[src/rtl/booth_pkg.sv]
// Shared types and helpers for the parametrised radix-2 Booth multiplier.
package booth_pkg;

  typedef enum logic [2:0] {
    IDLE,
    LOAD_A,
    LOAD_B,
    RUN,
    DONE
  } state_t;

  // Booth pair {q0, q-1}
  localparam logic [1:0] PAIR_ADD = 2'b01;
  localparam logic [1:0] PAIR_SUB = 2'b10;

  function automatic int cnt_width(input int width);
    return $clog2(width + 1);
  endfunction

endpackage

[src/rtl/booth_mul_param_step.sv]
// One combinational Booth iteration: add/sub on acc, then arithmetic
// right shift of {acc, q, q_m1}.
module booth_step
  import booth_pkg::*;
#(
  parameter int WIDTH = 8
) (
  input  logic [WIDTH+1:0] acc,
  input  logic [WIDTH:0]   q,
  input  logic             q_m1,
  input  logic [WIDTH:0]   a,
  output logic [WIDTH+1:0] acc_next,
  output logic [WIDTH:0]   q_next,
  output logic             q_m1_next
);

  logic [WIDTH+1:0] a_x;
  logic [WIDTH+1:0] sum;
  logic [1:0]       pair;

  assign a_x  = {a[WIDTH], a};
  assign pair = {q[0], q_m1};

  always_comb begin
    sum = acc;
    unique case (1'b1)
      (pair == PAIR_SUB): sum = acc - a_x;
      (pair == PAIR_ADD): sum = acc + a_x;
      default:            sum = acc;
    endcase
  end

  assign {acc_next, q_next, q_m1_next} = {sum[WIDTH+1], sum, q};

endmodule

[src/rtl/booth_mul_param.sv]
// Sequential radix-2 Booth multiplier, WIDTH-bit operands loaded serially
// on data_in, signed or unsigned per operation.
module booth_mul_param
  import booth_pkg::*;
#(
  parameter int WIDTH = 8
) (
  input  logic               clk,
  input  logic               rst_n,
  input  logic               start,
  input  logic               is_signed,
  input  logic [WIDTH-1:0]   data_in,
  output logic               busy,
  output logic               done,
  output logic [2*WIDTH-1:0] product
);

  localparam int CW = cnt_width(WIDTH);

  state_t           state;
  logic             mode;
  logic [WIDTH:0]   a;
  logic [WIDTH:0]   q;
  logic [WIDTH+1:0] acc;
  logic             q_m1;
  logic [CW-1:0]    cnt;

  logic [WIDTH+1:0] acc_n;
  logic [WIDTH:0]   q_n;
  logic             q_m1_n;

  booth_step #(.WIDTH(WIDTH)) u_step (
    .acc       (acc),
    .q         (q),
    .q_m1      (q_m1),
    .a         (a),
    .acc_next  (acc_n),
    .q_next    (q_n),
    .q_m1_next (q_m1_n)
  );

  always_ff @(posedge clk or negedge rst_n) begin
    if (!rst_n) begin
      state   <= IDLE;
      mode    <= 1'b0;
      a       <= '0;
      q       <= '0;
      acc     <= '0;
      q_m1    <= 1'b0;
      cnt     <= '0;
      busy    <= 1'b0;
      done    <= 1'b0;
      product <= '0;
    end else begin
      unique case (state)
        IDLE: begin
          if (start) begin
            state <= LOAD_A;
            busy  <= 1'b1;
          end
        end
        LOAD_A: begin
          // operands widened by one bit so signed Booth covers unsigned too
          a     <= {is_signed & data_in[WIDTH-1], data_in};
          mode  <= is_signed;
          state <= LOAD_B;
        end
        LOAD_B: begin
          q     <= {mode & data_in[WIDTH-1], data_in};
          acc   <= '0;
          q_m1  <= 1'b0;
          cnt   <= '0;
          state <= RUN;
        end
        RUN: begin
          acc  <= acc_n;
          q    <= q_n;
          q_m1 <= q_m1_n;
          cnt  <= cnt + CW'(1);
          if (cnt == CW'(WIDTH)) begin
            product <= {acc_n[WIDTH-2:0], q_n};
            done    <= 1'b1;
            busy    <= 1'b0;
            state   <= DONE;
          end
        end
        DONE: begin
          done <= 1'b0;
          if (start) begin
            state <= LOAD_A;
            busy  <= 1'b1;
          end else begin
            state <= IDLE;
          end
        end
        default: state <= IDLE;
      endcase
    end
  end

endmodule

[config.mk]
export PLATFORM = sky130hd
export DESIGN_NAME = booth_mul_param
export DESIGN_NICKNAME = d
export VERILOG_FILES = /design/src/rtl/booth_pkg.sv /design/src/rtl/booth_mul_param_step.sv /design/src/rtl/booth_mul_param.sv
export SDC_FILE = /design/constraint.sdc
export NUM_CORES = 1
export LEC_CHECK = 0
export ABC_AREA = 1
export BUFFER_PORTS_ARGS = -buffer_cell sky130_fd_sc_hd__buf_2
export CAP_MARGIN = 10
export CORE_MARGIN = 1.5
export CORE_UTILIZATION = 59
export CTS_CLUSTER_SIZE = 12
export DETAILED_ROUTE_END_ITERATION = 6
export GPL_TIMING_DRIVEN = 0
export PLACE_DENSITY = 0.82
export SLEW_MARGIN = 25
export SYNTH_ARGS = -nofsm -noshare
export SYNTH_HDL_FRONTEND = slang
export SYNTH_SLANG_ARGS = --single-unit
export TNS_END_PERCENT = 1
[constraint.sdc]
create_clock -name clk -period 3.1 [get_ports clk]
set_input_delay 0.465 -clock clk [delete_from_list [all_inputs] [get_ports clk]]
set_output_delay 0.465 -clock clk [all_outputs]
set_load 0.005 [all_outputs]
==> impl_metrics.tcl, run 1 <==
set metrics [dict create \
    fp.dieH_um 73.7 \
    path_clk_slew_ns 0.09 \
    p_sw_mw 1.81 \
    slew_viol_final 0 \
    avgSynthCellArea_um2 8.26 \
    synth_top_area_share_pct 45.8 \
    end_kind "register" \
    yosysMostFrequentCell "nand2_1" \
    p_int_mw 1.98 \
    async_flop_share_pct 100 \
    drc 0 \
    yosys.area.top_type "dfrtp_1" \
    yosys-top-cells-count "nand2_1, dfrtp_1, inv_1" \
    die_w_um 73.7 \
    synth_cells 357 \
    grt_pass1_wl_um 10600 \
    synth.distinct_cells 33 \
    p_leak_nw 1.75 \
    critical-path-slowest-cell "dfrtp_1" \
    p_seq_share_pct 29.6 \
    ant_nets 0 \
    antenna_found_initial 0 \
    htree_levels 2 \
    synth_nets 383 \
    ys_ff_latch 54 \
    grt_max_degree 55 \
    synth_area_um2 2950 \
    gp_congestion 0.999 \
    power_frac_clock_pct 13.1 \
    path_max_fanout 6 \
    cts_hold_buffers 0 \
    hold_violations 0 \
    arrival_ns 2.83 \
    min_period_ns 2.63 \
    clock_sinks 54 \
    pwr-share-comb_pct 57.2 \
    grt_pass1_vias 2349 \
    fin_ws_ns 0.475 \
    worst_ep_required_time_ns 3.31 \
    finalSetupViolations 0 \
    setup_tns_ns 0 \
    cap_viol_max_count 0 \
    num_vias 2504 \
    ios 30 \
    slew_headroom_pct 55.4 \
    dp_hpwl_um 4840 \
    row_count 25 \
    clk_latency_ns 0.32 \
    path_class "reg -> reg" \
    grt_overflow_total 0 \
    hp-class "in -> async" \
    cpMostUsedCell "inv_1" \
    status "finished, final reports clean" \
    fmax_mhz 381 \
    post-cts-setup-buffers 0 \
    cts_tree "yes" \
    via_per_inst 5.43 \
    die_area_um2 5430 \
    drt-initial-drc-count 123 \
    areaGrowthSynthToFinish_pct 12.0 \
    worstPathCellList "inv_1, ha_1, inv_1, nor2_1, inv_1, nor3_1, or2_2, xor2_1, ha_1, nand2_1, nor2_1, inv_1, nor3_1, nor2_1, inv_1, nand2_1, nand3_1, nand2_1" \
    antennaDiodeCount 0 \
    post_cts_resized 0 \
    fin_crit_sh_pct 84.7 \
    finalClockSkew_ns 0.0112 \
    startpoint_type "register" \
    yosysWarningCount 0 \
    track_usage_pct 25.9 \
    portBuffers 29 \
    cts_buffers 5 \
    start_util_pct 62.0 \
    fin_total_pwr_mw 3.80 \
    drive_gt1_share_pct 15.2 \
    final_nets 419 \
    reg2reg_depth 18 \
    rsz0062_at_grt "no" \
    netlist_top_cells_area "dfrtp_1, nand2_1, inv_1, ha_1, o21ai_0" \
    synth_edf_count 0 \
    cts_root_buffer "clkbuf_8" \
    yosysSeqAreaShare_pct 45.8 \
    max_stage_delay_ns 0.42 \
    tightest_slew_ns 0.669 \
    place_ws_ns 0.536 \
    synth_ff_type "dfrtp_1" \
    routedWlPerCell_um 14.1 \
    clk_path_buf_depth 2 \
    core_area_um2 4750 \
    peakVddDrop_mv 0.676 \
    dr.pass1.iters 4 \
    power_switching_share_pct 47.7 \
    p_per_area_nw_per_um2 1150 \
    wl_um 6490 \
]
-- routing by layer --
| metal | GRT usage, % | routed length (um) | vias up |
|---|---|---|---|
| met5 | 0 | 0 | - |
| met4 | 9.05 | 88 | 0 |
| li1 | - | - | 1229 |
| met2 | 43.9 | 3190 | 69 |
| met1 | 32.9 | 2870 | 1195 |
| met3 | 5.35 | 341 | 11 |
-- state kept, by name (all words and copies together), names as in the netlist --
signal,cells
done,1
acc,9
cnt,4
busy,1
mode,1
a,9
state,3
q_m1,1
product,16
q,9
-- cells by family after synthesis --
logic type / share of synthesized area [%]
compound gates: 14.9
fa+ha+maj: 6.20
flops: 45.8
buf+inv: 7.89
simple gates: 22.5
xor+xnor: 2.67
-- area by class of cell --
class                      instances  area, um2
inverter                          49        191
buffer                             7       41.3
clock inverter                     2       38.8
sequential                        54       1350
tap                               67       83.8
timing repair buffer              29        148
clock buffer                       6       82.6
multi-input combinational        247       1360
fill                             398       1450
-- power groups by stage --
| stage | combinational [mW] | sequential, mW | clock (mW) |
|---|---|---|---|
| floorplan | 1.65 | 1.10 | 0 |
| global placement | 2.07 | 1.12 | 0 |
| detailed placement | 2.16 | 1.13 | 0 |
| CTS | 2.17 | 1.12 | 0.503 |
| global route | 2.47 | 1.15 | 0.531 |
| finish | 2.17 | 1.12 | 0.499 |
-- path summary, 6_finish.rpt --
check                                            start                endpoint  slack [ns]
worst max-delay path                  a[0]$_DFFE_PN0P_      acc[8]$_DFFE_PN0P_        0.47
min in group clk                            data_in[6]        a[6]$_DFFE_PN0P_        0.39
max in group asynchronous                        rst_n      acc[5]$_DFFE_PN0P_        2.48
worst min register to register  product[0]$_DFFE_PN0P_  product[0]$_DFFE_PN0P_        0.47
worst max register to register        a[0]$_DFFE_PN0P_      acc[8]$_DFFE_PN0P_        0.47
worst min-delay path                             rst_n      acc[7]$_DFFE_PN0P_        0.18
-- placed cells by master, fill, tap and decap left out, types with 3 or more instances in the layout --
cell type / netlist / layout
nand4_1: 5 / 5
nor2_1: 15 / 15
buf_2: 0 / 28
xor2_1: 7 / 7
o22ai_1: 4 / 4
nor3_1: 3 / 3
a21oi_1: 16 / 16
nand3_1: 17 / 17
inv_4: 3 / 3
dfrtp_1: 54 / 54
nand2_1: 103 / 103
inv_1: 44 / 44
ha_1: 13 / 13
o21ai_2: 9 / 9
clkbuf_8: 0 / 6
a22oi_1: 6 / 6
o21ai_0: 28 / 28
clkbuf_1: 5 / 5
-- worst max-delay path, delay by kind of cell (launching register included) --
kind,cells,cell delay (ns)
buffers and inverters,5,0.30
AND/OR/NAND/NOR,10,1.19
XOR/XNOR,1,0.07
adder cells (fa/ha/maj),2,0.54
flip-flops,1,0.42
-- per-stage QoR --
step	hold slack [ns]	instances	instance area [um2]	util, %
after floorplan	0.169	357	2950	-
after global placement	0.451	453	3180	66.8
after detailed placement	0.453	453	3180	66.9
after CTS	0.208	461	3300	69.4
after global routing	0.239	461	3300	69.4
final	0.180	461	3300	69.4
Power figures use the tool's default switching activity.
==> run 2: changes to the inputs <==
==> constraint.sdc (replaced) <==
create_clock -name clk -period 2.6 [get_ports clk]
set_input_delay 0.39 -clock clk [delete_from_list [all_inputs] [get_ports clk]]
set_output_delay 0.39 -clock clk [all_outputs]
set_load 0.005 [all_outputs]
==> impl_metrics.tcl, run 2 (synthesized netlist as in run 1, its figures left out) <==
set metrics [dict create \
    place_inst 453 \
    via_per_inst 5.48 \
    ios 30 \
    path_max_fanout 3 \
    gp_congestion 0.999 \
    worst_ep_required_time_ns 2.80 \
    row_count 25 \
    core_area_um2 4750 \
    finalSetupViolations 0 \
    hold_violations 0 \
    grt_pass1_vias 2350 \
    cts_root_buffer "clkbuf_8" \
    antennaDiodeCount 0 \
    tightest_slew_ns 0.664 \
    antenna_found_initial 0 \
    layout_commonest_cell "nand2_1" \
    max_stage_delay_ns 0.45 \
    largest_reg_flops 16 \
    htree_levels 2 \
    portBuffers 29 \
    critical-path-slowest-cell "fa_1" \
    dp_hpwl_um 4840 \
    final_area_um2 3370 \
    place_ws_ns 0.0365 \
    end_kind "register" \
    track_usage_pct 25.9 \
    timing.hold.ws_ns 0.0915 \
    fin_crit_sh_pct 94.6 \
    worstPathCellList "inv_2, ha_1, inv_1, o21ai_0, inv_1, fa_1, inv_1, nand3_1, nand2_1, nand4_1, nand3_1, nand2_1, o21ai_0, nand2_1" \
    hp-class "in -> async" \
    fp.dieH_um 73.7 \
    peakVddDrop_mv 0.804 \
    use_met3_pct 5.08 \
    instances_no_fill 462 \
    drc 0 \
    cts_hold_buffers 0 \
    dr.pass1.iters 6 \
    grt_max_degree 55 \
    path_clk_slew_ns 0.10 \
    finalClockSkew_ns 0.00977 \
    path_class "reg -> reg" \
    grt_use_met2_pct 43.8 \
    slew_viol_final 0 \
    clk_latency_ns 0.32 \
    routedWlPerCell_um 14.2 \
    setup_tns_ns 0 \
    fin_total_pwr_mw 4.72 \
    startpoint_type "register" \
    cts_tree "yes" \
    final_cell_mix "nand2_1, dfrtp_1, inv_1" \
    place_area_um2 3180 \
    fmax_mhz 407 \
    slew_headroom_pct 55.7 \
    wl_um 6560 \
    p_leak_nw 1.76 \
    grt_use_met1_pct 33.1 \
    utilization_pct 70.8 \
    cts_buffers 5 \
    cap_viol_max_count 0 \
    r2r_start "a[0]$_DFFE_PN0P_" \
    busiest_layer "met2" \
    critPathTopFamily "adder cells" \
    fin_ws_ns 0.140 \
    p_per_area_nw_per_um2 1400 \
    die_area_um2 5430 \
    cp-startpoint "a[0]$_DFFE_PN0P_" \
    drive_gt1_share_pct 18.5 \
    areaGrowthSynthToFinish_pct 14.2 \
    ant_nets 0 \
    status "finished, final reports clean" \
    drt-initial-drc-count 127 \
    die_w_um 73.7 \
    arrival_ns 2.66 \
    clk_path_buf_depth 2 \
    fillers 387 \
    start_util_pct 62.0 \
    final_nets 420 \
    min_period_ns 2.46 \
    registers.top_by_ff_count "product" \
    critical_path_buf_inv_count 4 \
    num_vias 2534 \
    clock_sinks 54 \
    grt_overflow_total 0 \
    grt_pass1_wl_um 10600 \
]
[run 2: changes by cell type in the layout (fill, tap and decap cells not counted), sizes merged]
cell	change
buf	+2
clkbuf	-1
[run 2: worst register-to-register path, cell delays in order, from the launching register on]
cell and delay [ns]:
dfrtp_1 0.41, inv_2 0.06, ha_1 0.28, inv_1 0.04
o21ai_0 0.25, inv_1 0.10, fa_1 0.45, inv_1 0.09
nand3_1 0.07, nand2_1 0.14, nand4_1 0.12, nand3_1 0.09
nand2_1 0.04, o21ai_0 0.15, nand2_1 0.07
[run 2: metal layers]
metal	part of all wire [%]	up-vias
met4	1.2	0
met1	44	1213
li1	-	1243
met2	51	70
met3	4.2	8
met5	0	-
[run 2: cell type report]
cell class                      instances  area (um2)  area share [%]
Multi-Input combinational cell        247        1420            42.1
Clock buffer                            6        82.6            2.45
Inverter                               49         191            5.69
Buffer                                  6        37.5            1.12
Clock inverter                          2        38.8            1.15
Timing Repair Buffer                   31         163            4.83
Tap cell                               67        83.8            2.49
Sequential cell                        54        1350            40.1
[run 2: what timing repair did]
item,in CTS,in global routing
setup endpoints to repair,1,10
gates resized for setup,0,13
pin swaps,1,6
setup buffers,1,1
[run 2: path summary, 6_finish.rpt]
kind,endpoint,slack (ns),cells past startpoint
worst max-delay path,acc[7]$_DFFE_PN0P_,0.14,14
worst min-delay path,acc[6]$_DFFE_PN0P_,0.09,1
worst max register to register,acc[7]$_DFFE_PN0P_,0.14,14
worst min register to register,product[0]$_DFFE_PN0P_,0.47,2
max in group asynchronous,a[3]$_DFFE_PN0P_,2.06,1
min in group clk,a[6]$_DFFE_PN0P_,0.31,3
[run 2: where the power goes]
group          internal (mW)  total, mW  switching (mW)
clock network          0.317      0.595           0.279
logic                   1.01       2.78            1.77
registers               1.14       1.35           0.207
total                   2.47       4.72            2.25
==> run 3: changes to the inputs <==
==> constraint.sdc (replaced) <==
create_clock -name clk -period 2.8 [get_ports clk]
set_input_delay 0.42 -clock clk [delete_from_list [all_inputs] [get_ports clk]]
set_output_delay 0.42 -clock clk [all_outputs]
set_load 0.005 [all_outputs]
==> impl_metrics.tcl, run 3 (synthesized netlist as in run 1, its figures left out) <==
set metrics [dict create \
    ios 30 \
    final_cell_mix "nand2_1, dfrtp_1, inv_1" \
    drive_gt1_share_pct 16.0 \
    peakVddDrop_mv 0.746 \
    slew_viol_final 0 \
    drc 0 \
    status "finished, final reports clean" \
    cap_viol_max_count 0 \
    fillers 397 \
    start_util_pct 62.0 \
    portBuffers 29 \
    die_w_um 73.7 \
    p_per_area_nw_per_um2 1280 \
    core_area_um2 4750 \
    cts_root_buffer "clkbuf_8" \
    met3_length_um 348 \
    fmax_mhz 391 \
    die_area_um2 5430 \
    ant_nets 0 \
    routedWlPerCell_um 14.0 \
    htree_levels 2 \
    fp.dieH_um 73.7 \
    via_per_inst 5.40 \
    clk_path_buf_depth 2 \
    end_kind "register" \
    dp_hpwl_um 4840 \
    grt_max_degree 55 \
    path_clk_slew_ns 0.09 \
    registers.top_by_ff_count "product" \
    min_period_ns 2.56 \
    track_usage_pct 25.9 \
    hold_violations 0 \
    cts_tree "yes" \
    dr.pass1.iters 4 \
    grt_overflow_total 0 \
    areaGrowthSynthToFinish_pct 12.3 \
    finalClockSkew_ns 0.00906 \
    worst_ep_required_time_ns 3.01 \
    antennaDiodeCount 0 \
    layout_commonest_cell "nand2_1" \
    arrival_ns 2.77 \
    path_class "reg -> reg" \
    row_count 25 \
    fin_total_pwr_mw 4.25 \
    routed-wl-met2_um 3190 \
    startpoint_type "register" \
    highest_layer "met4" \
    slew_headroom_pct 55.8 \
    wl_um 6470 \
    clock_sinks 54 \
    fin_crit_sh_pct 91.4 \
    gp_congestion 0.999 \
    tightest_slew_ns 0.663 \
    grt_pass1_wl_um 10600 \
    largest_reg_flops 16 \
    drt-met1-wl_um 2840 \
    utilization_pct 69.6 \
    final_nets 419 \
    grt_pass1_vias 2349 \
    hp-class "in -> async" \
    num_vias 2490 \
    path_max_fanout 5 \
    clk_latency_ns 0.31 \
    finalSetupViolations 0 \
    cts_buffers 5 \
    antenna_found_initial 0 \
    p_leak_nw 1.75 \
    drt-initial-drc-count 166 \
]
[run 3: per-stage QoR]
stage	setup WS [ns]	cells	cell area [um2]	TNS (ns)	hold WS [ns]
after floorplan	0.494	357	2950	0	0.124
after global placement	0.274	453	3180	0	0.451
after detailed placement	0.236	453	3180	0	0.453
after CTS	0.188	461	3300	0	0.163
after global routing	-0.00269	461	3310	-0.00269	0.194
final	0.240	461	3310	0	0.130
[run 3: critical path, stage by stage (launching register included)]
cell     delay [ns]
dfrtp_1        0.39
inv_1          0.09
ha_1           0.20
inv_1          0.07
nor2_2         0.05
inv_1          0.05
nor3_1         0.04
or2_2          0.28
xor2_1         0.15
ha_1           0.37
nand2_1        0.13
nor2_2         0.14
inv_1          0.05
nor3_1         0.16
nor2_1         0.08
inv_1          0.05
nand2_1        0.04
nand3_1        0.05
nand2_1        0.05
[run 3: area by class of cell]
| class | count | area, um2 | area share [%] |
|---|---|---|---|
| Tap cell | 67 | 83.8 | 2.53 |
| Multi-Input combinational cell | 247 | 1370 | 41.4 |
| Inverter | 49 | 191 | 5.78 |
| Timing Repair Buffer | 30 | 155 | 4.69 |
| Clock inverter | 2 | 38.8 | 1.17 |
| Clock buffer | 6 | 82.6 | 2.50 |
| Sequential cell | 54 | 1350 | 40.8 |
| Buffer | 6 | 37.5 | 1.13 |
[run 3: worst paths after layout]
| path | end | cells past startpoint | startpoint | slack, ns |
|---|---|---|---|---|
| setup reg to reg | acc[8]$_DFFE_PN0P_ | 18 | a[0]$_DFFE_PN0P_ | 0.24 |
| max in group asynchronous | acc[3]$_DFFE_PN0P_ | 1 | rst_n | 2.23 |
| hold reg to reg | product[0]$_DFFE_PN0P_ | 2 | product[0]$_DFFE_PN0P_ | 0.47 |
| hold / removal | acc[7]$_DFFE_PN0P_ | 1 | rst_n | 0.13 |
| setup / recovery | acc[8]$_DFFE_PN0P_ | 18 | a[0]$_DFFE_PN0P_ | 0.24 |
| min in group clk | a[6]$_DFFE_PN0P_ | 3 | data_in[6] | 0.34 |
[run 3: layer usage]
layer  vias to the layer above  global-route usage [%]
met5                         -                       0
met2                        64                    43.9
li1                       1233                       -
met1                      1182                    32.9
met3                        11                    5.35
met4                         0                    9.05
[run 3: repair_timing]
item / CTS / global route
buffers inserted: 0 / 1
hold buffers: 0 / 0
gates resized for setup: 0 / 2
setup endpoints to repair: 0 / 5
endpoints found under the hold margin: 0 / 0
[run 3: power by group]
group	internal, mW	leakage, nW	total [mW]	switching, mW
sequential	1.06	0.698	1.25	0.188
clock	0.294	0.0618	0.551	0.256
combinational	0.871	0.991	2.45	1.58
